<file path="src/rtl/phrase_seq.sv">
// Phrase-based note sequencer: fetches eight-note phrases from an external
// database and steps through them on eighth-note ticks.
module phrase_seq #(
    parameter logic [3:0] FIRST_PHRASE = 4'd1,
    parameter logic [3:0] LAST_PHRASE  = 4'd13,
    parameter logic       LOOP         = 1'b1,
    parameter logic [3:0] REST_CODE    = 4'hD
) (
    input  logic        clk,
    input  logic        rst,
    input  logic        start,
    input  logic        stop,
    input  logic        tick,
    output logic [3:0]  phrase_addr,
    input  logic [31:0] db_entry,
    input  logic [7:0]  length_entry,
    input  logic [2:0]  n_note,
    output logic [3:0]  note_code,
    output logic        note_valid,
    output logic        note_start,
    output logic        busy,
    output logic        song_done
);

    localparam logic [1:0] S_IDLE = 2'd0;
    localparam logic [1:0] S_LOAD = 2'd1;
    localparam logic [1:0] S_PLAY = 2'd2;
    localparam logic [1:0] S_DONE = 2'd3;

    logic [1:0]  state_q, state_d;
    logic [3:0]  phrase_addr_q, phrase_addr_d;
    logic [3:0]  note_code_q, note_code_d;
    logic        note_start_q, note_start_d;
    logic [2:0]  idx_q, idx_d;
    logic [1:0]  rem_q, rem_d;
    logic [31:0] notes_q, notes_d;
    logic [7:0]  lens_q, lens_d;
    logic [2:0]  nn_q, nn_d;
    logic [2:0]  idx_nxt;

    // Note i of a packed phrase word sits in bits [31-4i:28-4i].
    function automatic logic [3:0] nibble(input logic [31:0] entry, input logic [2:0] i);
        logic [31:0] shifted;
        shifted = entry << {i, 2'b00};
        return shifted[31:28];
    endfunction

    function automatic logic [1:0] dur(input logic [7:0] lens, input logic [2:0] i);
        return lens[3'd7 - i] ? 2'd2 : 2'd1;
    endfunction

    assign idx_nxt = idx_q + 3'd1;

    always_comb begin
        state_d       = state_q;
        phrase_addr_d = phrase_addr_q;
        note_code_d   = note_code_q;
        note_start_d  = 1'b0;
        idx_d         = idx_q;
        rem_d         = rem_q;
        notes_d       = notes_q;
        lens_d        = lens_q;
        nn_d          = nn_q;

        case (state_q)
            S_IDLE: begin
                if (start) begin
                    state_d       = S_LOAD;
                    phrase_addr_d = FIRST_PHRASE;
                end
            end
            // The database answers phrase_addr during this cycle, so the first
            // note is taken straight from the bus as it is captured.
            S_LOAD: begin
                notes_d      = db_entry;
                lens_d       = length_entry;
                nn_d         = n_note;
                idx_d        = 3'd0;
                note_code_d  = nibble(db_entry, 3'd0);
                rem_d        = dur(length_entry, 3'd0);
                note_start_d = 1'b1;
                state_d      = S_PLAY;
            end
            S_PLAY: begin
                if (tick) begin
                    if (rem_q == 2'd2) begin
                        rem_d = 2'd1;
                    end else if (idx_q != nn_q) begin
                        idx_d        = idx_nxt;
                        note_code_d  = nibble(notes_q, idx_nxt);
                        rem_d        = dur(lens_q, idx_nxt);
                        note_start_d = 1'b1;
                    end else if (phrase_addr_q != LAST_PHRASE) begin
                        phrase_addr_d = phrase_addr_q + 4'd1;
                        state_d       = S_LOAD;
                    end else if (LOOP) begin
                        phrase_addr_d = FIRST_PHRASE;
                        state_d       = S_LOAD;
                    end else begin
                        note_code_d = REST_CODE;
                        rem_d       = 2'd0;
                        state_d     = S_DONE;
                    end
                end
            end
            default: begin
                note_code_d = REST_CODE;
                if (start) begin
                    state_d       = S_LOAD;
                    phrase_addr_d = FIRST_PHRASE;
                end
            end
        endcase

        if (stop) begin
            state_d       = S_IDLE;
            phrase_addr_d = 4'd0;
            note_code_d   = REST_CODE;
            note_start_d  = 1'b0;
            idx_d         = 3'd0;
            rem_d         = 2'd0;
        end
    end

    always_ff @(posedge clk or posedge rst) begin
        if (rst) begin
            state_q       <= S_IDLE;
            phrase_addr_q <= 4'd0;
            note_code_q   <= REST_CODE;
            note_start_q  <= 1'b0;
            idx_q         <= 3'd0;
            rem_q         <= 2'd0;
            notes_q       <= 32'd0;
            lens_q        <= 8'd0;
            nn_q          <= 3'd0;
        end else begin
            state_q       <= state_d;
            phrase_addr_q <= phrase_addr_d;
            note_code_q   <= note_code_d;
            note_start_q  <= note_start_d;
            idx_q         <= idx_d;
            rem_q         <= rem_d;
            notes_q       <= notes_d;
            lens_q        <= lens_d;
            nn_q          <= nn_d;
        end
    end

    assign phrase_addr = phrase_addr_q;
    assign note_code   = note_code_q;
    assign note_start  = note_start_q;
    assign note_valid  = !((note_code_q == REST_CODE) || (note_code_q > 4'hD));
    assign busy        = (state_q == S_LOAD) || (state_q == S_PLAY);
    assign song_done   = (state_q == S_DONE);

endmodule

</file>
<file path="config.mk">
export PLATFORM = sky130hd
export DESIGN_NAME = phrase_seq
export DESIGN_NICKNAME = d
export VERILOG_FILES = /design/src/rtl/phrase_seq.sv
export SDC_FILE = /design/constraint.sdc
export NUM_CORES = 1
export LEC_CHECK = 0
export ABC_AREA = 0
export BUFFER_PORTS_ARGS = -buffer_cell sky130_fd_sc_hd__buf_2
export CORE_ASPECT_RATIO = 1.75
export CORE_MARGIN = 2
export CORE_UTILIZATION = 50
export DETAILED_ROUTE_END_ITERATION = 6
export PLACE_DENSITY = 0.74
export SLEW_MARGIN = 20
export SYNTH_ARGS = -nofsm -noshare
export SYNTH_HDL_FRONTEND = slang
export SYNTH_SLANG_ARGS = --single-unit
export TNS_END_PERCENT = 30
</file>
<file path="constraint.sdc">
create_clock -name clk -period 2.65 [get_ports clk]
set_input_delay 0.1325 -clock clk [delete_from_list [all_inputs] [get_ports clk]]
set_output_delay 0.1325 -clock clk [all_outputs]
set_load 0.05 [all_outputs]
</file>
==> results.cfg, run 1 <==
[grt]
grtUsageMet2_pct = 33.6
grt_overflow = 0
first_global_vias = 2174
grt.busiest_layer = met2
grt_pass1_wl_um = 9940
antenna_found_initial = 0
use_met3_pct = 7.36
grtUsageMet1_pct = 24.6
track_usage_pct = 21.1
grt_max_degree = 51

[yosys]
yosysSeqAreaShare_pct = 50.6
yosysTopAreaCell = dfrtp_1
syn-cell-area_sq_mm = 0.00293
netlist_top_cells_count = dfrtp_1 (56), mux2_2 (44), inv_1 (13)
yosysMostFrequentCell = dfrtp_1
syn_area_per_cell_sq_um = 12.5
synthSimpleGateAreaFrac_pct = 8.16
synth_compound_area_share_pct = 8.55
synthArstFlopShare_pct = 100
yosysWarnings = 0
synthAdderAreaFrac_pct = 2.99
synthCells = 234
synth_top_family_by_area = multiplexers
syn_nets = 289
ys_ff_latch = 59
synth_cell_types = 42
synth.area.top_cells = dfrtp_1 (48%), mux2_2 (17%), mux4_2 (6.9%)
synth_top_area_share_pct = 47.9
synth_edf_count = 0
ys.flop_type = dfrtp_1
synth_xor_area_share_pct = 1.20
synth_mux_area_share_pct = 25.4

[critical_path]
critPathTopFamily = multiplexers
cp.required_ps = 2910
path_max_fanout = 9
crit_path_end_kind = flip-flop
timing.critical_path.buf_inv = 0
crit_arrival_ps = 2430
cp_slowest_stage_delay_ps = 520
crit_path_top_delay_cell = ha_1
crit_path_cell_trace = ha_1, mux4_2, mux2_2, and3_1, a2bb2oi_1, a211oi_2
path_class = reg2reg
startpoint_type = flip-flop

[pwr]
pwr-share-comb_pct = 42.0
seqPwrFrac_pct = 40.3
vdd_drop_max_v = 0.000561
cellLeakagePower_nw = 1.56
p_sw_share_pct = 36.0
p_per_area_mw_per_mm2 = 1100
p_sw_mw = 1.39
clkPwrFrac_pct = 17.7
p_int_mw = 2.47

[finish]
drive_gt1_share_pct = 44.9
area_growth_pct = 19.7
instances_no_fill = 381
antenna_cells = 0
nets = 356
fillers = 477

[cts]
cts_made_buffers = 9
cts_tree = built
h-tree-depth = 3
cts.clk_slew.worst_paths_ps = 60
cts.sinks = 59
worst_skew_pair.late_latency_ps = 350
clk_path_buf_depth = 2
clock-root-buffer = clkbuf_8
post_cts_buffers = 0

[status]
run_status = finished clean

[flow_run]
drv_cap = 0

[detailed_routing]
routed_via_density = 5.37
vias = 2045
drtAntennaViolNets = 0
drt_wl_total_um = 5830
drt_iter0_markers = 54
route.detailed.drc = 0
post_drt_wl_per_cell_um = 15.3
first_pass_iters = 4

[floorplanning]
dieHeight_um = 105
rows = 36
io_pins = 60
coreArea_sq_mm = 0.00563
die_w_um = 61.8
initial_core_util_pct = 52.0
die_area_sq_mm = 0.00651

[sta]
hold_viol = 0
slew_viol_final = 0
rsz0062_at_grt = false
setup_viol = 0
finalClockSkew_ps = 7.19
min_period_ps = 2170
finalSetupTns_ps = 0
relSlewSlack_pct = 51.7
worst_pin_slew_ps = 723
max_freq_mhz = 460
setup_ws_ps = 478
fin_crit_sh_pct = 82.0

[placed_design]
placedCellCount = 364
place_ws_ps = 484
portBuffers = 59
globalplace.congestion = 0.799
dp_hpwl_um = 4330

[min_path]
hold_class = in2reg
[placed cells by master, fill, tap and decap left out, drive strengths merged, types with 3 or more instances in the layout]
master   n
clkinv   3
ha       7
buf     65
a21oi    6
nor2     7
clkbuf  12
inv     13
mux2    44
xnor2    3
mux4    10
o21ai   13
nand2   11
nand3    3
a41oi    3
and2     3
nor2b    4
nor3     3
dfrtp   56
dfstp    3
nand2b   7
[through the flow]
stage / hold slack [ps] / total power, mW / utilization (%) / area [sq um]
after floorplan: 267 / 2.83 / - / 2930
after global placement: 289 / 3.14 / 59.0 / 3320
after detailed placement: 297 / 3.20 / 59.0 / 3320
after CTS: 3.69 / 3.90 / 62.0 / 3490
after global routing: 2.88 / 4.13 / 62.2 / 3500
final: 19.6 / 3.85 / 62.2 / 3500
[flip-flops by register name, summed over array words and instances (netlist names), 2 cells and up]
name / count
idx_q: 3
lens_q: 8
nn_q: 3
note_code: 4
notes_q: 32
phrase_addr: 4
rem_q: 2
state_q: 2
[what timing repair did]
item | in CTS | in global routing
endpoints found under the setup margin | 0 | 0
hold endpoints to repair | 30 | 1
gates resized for setup | 0 | 0
hold buffers | 1 | 1
[area by class of cell]
| class | count | area (sq um) | share of cell area, % |
|---|---|---|---|
| sequential | 59 | 1480 | 42.3 |
| multi-input combinational | 151 | 1360 | 38.8 |
| clock buffer | 12 | 145 | 4.14 |
| clock inverter | 3 | 15.0 | 0.429 |
| inverter | 13 | 48.8 | 1.39 |
| timing repair buffer | 67 | 360 | 10.3 |
| tap | 76 | 95.1 | 2.71 |
[per-layer routing]
| metal | vias to the layer above | part of all wire [%] |
|---|---|---|
| li1 | 987 | - |
| met1 | 990 | 40 |
| met2 | 56 | 54 |
| met3 | 12 | 4.3 |
| met4 | 0 | 2.1 |
| met5 | - | 0 |
[power by group through the flow]
stage	Clock (mW)	Combinational [mW]	Sequential (mW)
final	0.684	1.62	1.55
after global routing	0.756	1.77	1.60
after CTS	0.705	1.64	1.56
after detailed placement	0	1.63	1.57
after global placement	0	1.59	1.56
after floorplan	0	1.25	1.57
[logic make-up (layout without fill, tap and decap cells)]
group | after synthesis | in the layout
buffers and inverters | 24 | 95
AO/OA/AOI/OAI | 38 | 38
multiplexers | 56 | 56
AND/OR/NAND/NOR | 46 | 46
XOR/XNOR | 4 | 4
adder cells (fa/ha/maj) | 7 | 7
flip-flops | 59 | 59
[final timing paths]
check                            start         end  slack, ps  cells past startpoint
min in group asynchronous          rst   lens_q[2]        460                      3
min reg2reg                  lens_q[5]   lens_q[5]        500                      1
min                        db_entry[7]  notes_q[7]         20                      2
max                           idx_q[1]    rem_q[0]        480                      6
max in group asynchronous          rst   lens_q[6]       1520                      4
max reg2reg                   idx_q[1]    rem_q[0]        480                      6
Power figures use the tool's default switching activity.
==> run 2, diff against run 1 <==
ABC_AREA = 1   (was 0)
PLACE_DENSITY = 0.73   (was 0.74)
clock period = 2.2 ns   (was 2.65 ns; I/O delays follow)
==> run 2 against run 1 <==
Compared with the run above: flip-flop and latch count unchanged; clock skew increased by 1.3 ps; clock power increased by 87%; hold slack got worse by 8.2 ps; first-iteration DRC count increased by 110%; synthesized cell count increased by 71%; power increased by 37%; synthesized area increased by 5.9%; final cell count increased by 53%; critical endpoint is now phrase_addr[3].
==> results.cfg, run 2 <==
[status]
run_status = finished clean

[pwr]
clkPwrFrac_pct = 24.2
p_int_mw = 3.12
p_per_area_mw_per_mm2 = 1280
cellLeakagePower_nw = 2.11
pwr-share-comb_pct = 41.7
p_sw_share_pct = 41.1
vdd_drop_max_v = 0.000923
p_sw_mw = 2.17
seqPwrFrac_pct = 34.2

[finish]
nets = 552
reg.largest.list = notes_q x32, lens_q x8
final_cell_mix = nand2_1 (149), buf_2 (59), dfrtp_1 (56)
area_growth_pct = 32.8
fillers = 574
antenna_cells = 0
fin_util_pct = 67.6
drive_gt1_share_pct = 20.3
top_register = notes_q
final_common_cell = nand2_1
largest_reg_flops = 32

[yosys]
ys_ff_latch = 59
syn-cell-area_sq_mm = 0.00310
yosysSeqAreaShare_pct = 47.7
synth_edf_count = 0
yosysWarnings = 0
yosysMostFrequentCell = nand2_1
synth_cell_types = 29
syn_area_per_cell_sq_um = 7.75
yosysTopAreaCell = dfrtp_1
synthCells = 400
synth_top_area_share_pct = 45.2
ys.flop_type = dfrtp_1
syn_nets = 455
synthArstFlopShare_pct = 100
synth.area.top_cells = dfrtp_1 (45%), nand2_1 (18%), inv_1 (5.6%)
netlist_top_cells_count = nand2_1 (149), dfrtp_1 (56), inv_1 (46)

[cts]
ctsResizeCount = 0
h-tree-depth = 3
post_cts_buffers = 0
clk_path_buf_depth = 2
cts_made_buffers = 9
cts.sinks = 59
cts_tree = built
cts.clk_slew.worst_paths_ps = 60
clock-root-buffer = clkbuf_8
cts_hold_buf = 39
worst_skew_pair.late_latency_ps = 350

[critical_path]
path_class = reg2reg
cp.required_ps = 2480
startpoint_type = flip-flop
path_max_fanout = 8
crit_arrival_ps = 2090
crit_path_end_kind = flip-flop

[floorplanning]
io_pins = 60
die_area_sq_mm = 0.00687
coreArea_sq_mm = 0.00609
die_w_um = 63.5
rows = 38
dieHeight_um = 108
initial_core_util_pct = 50.9

[grt]
grt_max_degree = 48
track_usage_pct = 25.2
grt_overflow = 0
grt_pass1_wl_um = 13100
antenna_found_initial = 0
first_global_vias = 2993

[sta]
finalClockSkew_ps = 8.49
setup_viol = 0
fin_crit_sh_pct = 82.3
slew_viol_final = 0
relSlewSlack_pct = 66.9
finalSetupTns_ps = 0
min_period_ps = 1810
hold_viol = 0
max_freq_mhz = 552
worst_pin_slew_ps = 495
rsz0062_at_grt = false

[min_path]
hold_class = in2reg

[detailed_routing]
first_pass_iters = 4
drt_iter0_markers = 113
post_drt_wl_per_cell_um = 13.6
routed_via_density = 4.93
drt_wl_total_um = 7890
drtAntennaViolNets = 0
vias = 2869
route.detailed.drc = 0

[placed_design]
globalplace.congestion = 0.860
portBuffers = 59
dp_hpwl_um = 5600

[flow_run]
drv_cap = 0
[run 2: cell count changes after synthesis, moves of 5 or more]
| cell | before | now |
|---|---|---|
| nand3_1 | 3 | 30 |
| mux2_2 | 44 | 0 |
| o211ai_1 | 2 | 9 |
| nand2_1 | 11 | 149 |
| mux4_2 | 9 | 0 |
| nand2b_1 | 7 | 0 |
| nand4_1 | 2 | 7 |
| inv_1 | 13 | 46 |
| o21ai_0 | 12 | 34 |
[run 2: path summary, 6_finish.rpt]
path,start,end,slack [ps],depth (start not counted)
worst max-delay path,state_q[0],phrase_addr[3],390,8
worst min-delay path,db_entry[27],notes_q[27],10,3
worst max register to register,state_q[0],phrase_addr[3],390,8
worst min register to register,notes_q[10],notes_q[10],470,2
max in group asynchronous,rst,notes_q[27],1350,4
min in group asynchronous,rst,note_code[1],290,3
[run 2: kinds of logic after synthesis]
group                      Yosys count  share of synthesized area [%]
and+or+nand+nor                    212                           30.2
buffers and inverters               66                           8.68
DFF                                 59                           47.7
AOI/OAI and AO/OA                   52                           9.20
adders and majority gates            7                           2.82
xor gates and xnor gates             4                           1.37
[run 2: stage by stage]
step | hold WS [ps] | std cells | total power [mW] | worst slack [ps] | area, sq um
finish | 11.4 | 582 | 5.29 | 390 | 4120
global route | 17.0 | 582 | 5.68 | 213 | 4120
CTS | 5.36 | 582 | 5.31 | 401 | 4120
detailed placement | 121 | 527 | 3.98 | 417 | 3470
global placement | 126 | 527 | 3.92 | 442 | 3470
floorplan | 227 | 400 | 3.44 | 529 | 3100
[run 2: power groups by stage]
stage               clock, mW  combinational (mW)  sequential (mW)
floorplan                   0                1.53             1.91
detailed placement          0                2.16             1.82
global route             1.34                2.49             1.86
global placement            0                2.11             1.82
finish                   1.28                2.20             1.81
CTS                      1.29                2.22             1.80
[run 2: metal layers]
metal	up-vias	wire (um)	GRT usage, %
li1	1456	-	-
met1	1324	2980	25.8
met2	65	4360	46.1
met3	24	249	4.89
met4	0	307	15.7
met5	-	0	0
[run 2: critical path, stage by stage (launching register included)]
cell,delay (ps)
dfrtp_1,410
inv_1,90
ha_1,350
inv_2,130
nor2_4,230
nand2_1,140
nor3b_1,200
nand4_1,120
nand2_1,80
[run 2: cell type report]
type                    count  area, sq um  share of cell area (%)
clock buffers              12          165                    4.01
multi-input cells         275         1350                    32.9
repair buffers            103          736                    17.9
clock inverters             4         95.1                    2.31
inverters                  49          186                    4.53
flip-flops and latches     59         1480                    36.0
well taps                  80          100                    2.43
==> run 3, diff against run 2 <==
ABC_AREA = 0   (was 1)
CORE_UTILIZATION = 49   (was 50)
PLACE_DENSITY = 0.75   (was 0.73)
clock period = 1.6 ns   (was 2.2 ns; I/O delays follow)
==> run 3 against run 2 <==
Compared with the run above: the run now ends with setup timing left; final area increased by 2.1%; global-route usage shrank 0.54 points; sequential share of layout area decreased by 0.67 points; fmax shrank 3.8%; clock skew barely moved; critical path depth decreased by 2; first-iteration DRC count shrank 12%; combinational power up 49%; register-to-register slack worse by 670 ps; flip-flop and latch count stayed put; non-clock buffer count is 19 higher; setup slack worse by 670 ps.
==> results.cfg, run 3 (same netlist as run 1, synthesis figures left out) <==
[status]
run_status = finished with violations
violations = setup timing

[detailed_routing]
drt_wl_total_um = 7360
routed_via_density = 5.35
dr.max_layer_used = met4
route.detailed.drc = 0
first_pass_iters = 4
wl_met1_um = 2650
drt_iter0_markers = 100
dr_wl_met2_um = 4280
wl_met3_um = 214
vias = 2350
drtAntennaViolNets = 0
post_drt_wl_per_cell_um = 16.8

[sta]
finalClockSkew_ps = 8.89
finalSetupTns_ps = -1560
fin_crit_sh_pct = 118
max_freq_mhz = 531
slew_viol_final = 0
min_period_ps = 1880
worst_pin_slew_ps = 372
setup_ws_ps = -283
relSlewSlack_pct = 75.2
setup_viol = 10
rsz0062_at_grt = true
hold_viol = 0

[placed_design]
portBuffers = 59
globalplace.congestion = 0.816
place_ws_ps = -256
dp_hpwl_um = 4670

[pwr]
cellLeakagePower_nw = 1.84
p_per_area_mw_per_mm2 = 1760
vdd_drop_max_v = 0.00105

[grt]
first_global_vias = 2610
grt_pass1_wl_um = 12300
antenna_found_initial = 0
grt_overflow = 0
grt_max_degree = 60
track_usage_pct = 24.6

[min_path]
holdPathEnd = notes_q[31]
hold_class = in2reg
whs_path_depth = 3
hold_start = db_entry[31]

[finish]
nets = 411
multiInputGateArea_sq_mm = 0.00146
top_register = notes_q
seq_area_sq_mm = 0.00148
drive_gt1_share_pct = 47.4
antenna_cells = 0
area_growth_pct = 43.5
fillers = 423
fin_util_pct = 72.0
reg.largest.list = notes_q x32, lens_q x8
final_common_cell = buf_2
largest_reg_flops = 32
final_cell_mix = buf_2 (59), dfrtp_1 (54), dlygate4sd3_1 (42)

[critical_path]
reg2reg_to = rem_q[0]
path_max_fanout = 5
crit_arrival_ps = 2150
cp_slowest_stage_delay_ps = 450
rr_startpoint = idx_q[0]
crit_path_top_delay_cell = dfrtp_2
crit_start = idx_q[0]
r2r_cells = 6
startpoint_type = flip-flop
crit_path_end_kind = flip-flop
cp.required_ps = 1860
r2r_setup_slack_ps = -280
crit_path_cell_trace = ha_4, mux4_2, mux2_4, and3_4, a2bb2oi_1, a211oi_2
path_class = reg2reg

[floorplanning]
dieHeight_um = 106
rows = 37
coreArea_sq_mm = 0.00583
io_pins = 60
die_w_um = 62.4
initial_core_util_pct = 50.2
die_area_sq_mm = 0.00663

[cts]
cts_made_buffers = 9
worst_skew_pair.late_latency_ps = 340
cts_tree = built
cts.sinks = 59
cts.clk_slew.worst_paths_ps = 70
clk_path_buf_depth = 2
clock-root-buffer = clkbuf_8
h-tree-depth = 3

[flow_run]
drv_cap = 0
==> run 3: changes by cell type in the layout (fill, tap and decap cells not counted), moves of 5 or more <==
| cell | change |
|---|---|
| nand3_1 | -27 |
| nor2_1 | -5 |
| o21ai_0 | -28 |
| o21ai_1 | +7 |
| nand2b_1 | +7 |
| mux4_2 | +10 |
| nand4_1 | -5 |
| inv_1 | -35 |
| mux2_2 | +41 |
| buf_4 | +15 |
| o211ai_1 | -7 |
| nand2_1 | -139 |
==> run 3: worst max-delay path, delay by kind of cell, from the launching register on <==
family | cells | cell delay (ps)
muxes | 2 | 580
and+or+nand+nor | 1 | 180
adders and majority gates | 1 | 310
DFF | 1 | 450
AOI/OAI and AO/OA | 2 | 290
==> run 3: worst max path at each step <==
| stage | cells past startpoint | to |
|---|---|---|
| after floorplan | 7 | rem_q[0] |
| after global placement | 6 | rem_q[0] |
| after detailed placement | 6 | rem_q[0] |
| after CTS | 6 | rem_q[0] |
| after global routing | 6 | rem_q[0] |
| final | 6 | rem_q[0] |
==> run 3: where the power goes <==
| part | switching (mW) | internal, mW |
|---|---|---|
| clock | 0.611 | 0.869 |
| sequential | 0.433 | 2.18 |
| combinational | 1.55 | 1.73 |
| total | 2.60 | 4.78 |
==> run 3: what timing repair did <==
item / 4_1_cts / 5_1_grt
pin swaps: 7 / 1
endpoints found under the hold margin: 97 / 0
hold buffers: 42 / 0
resized for setup: 8 / 13
endpoints found under the setup margin: 15 / 52
buffers inserted: 0 / 0
cloned: 0 / 0
==> run 3: final cells by class <==
| type | count | share of cell area, % |
|---|---|---|
| clock buffer | 9 | 2.95 |
| sequential | 59 | 35.3 |
| multi-input combinational | 151 | 34.7 |
| timing repair buffer | 122 | 21.4 |
| tap | 78 | 2.32 |
| inverter | 13 | 1.16 |
| clock inverter | 7 | 2.20 |
==> run 3: metrics by stage <==
step                instances  total power, mW  hold WS, ps  cell area (sq um)
floorplan                 234             4.80          214               2990
global placement          381             5.49          157               3500
detailed placement        381             5.64          163               3500
CTS                       439             7.32         13.2               4170
global route              439             7.78         30.9               4200
finish                    439             7.37         23.8               4200
==> run 3: routing by layer <==
metal,global-route usage (%),vias up
met5,0,-
met4,14.6,0
met3,4.34,19
met2,44.6,62
met1,26.3,1178
li1,-,1091
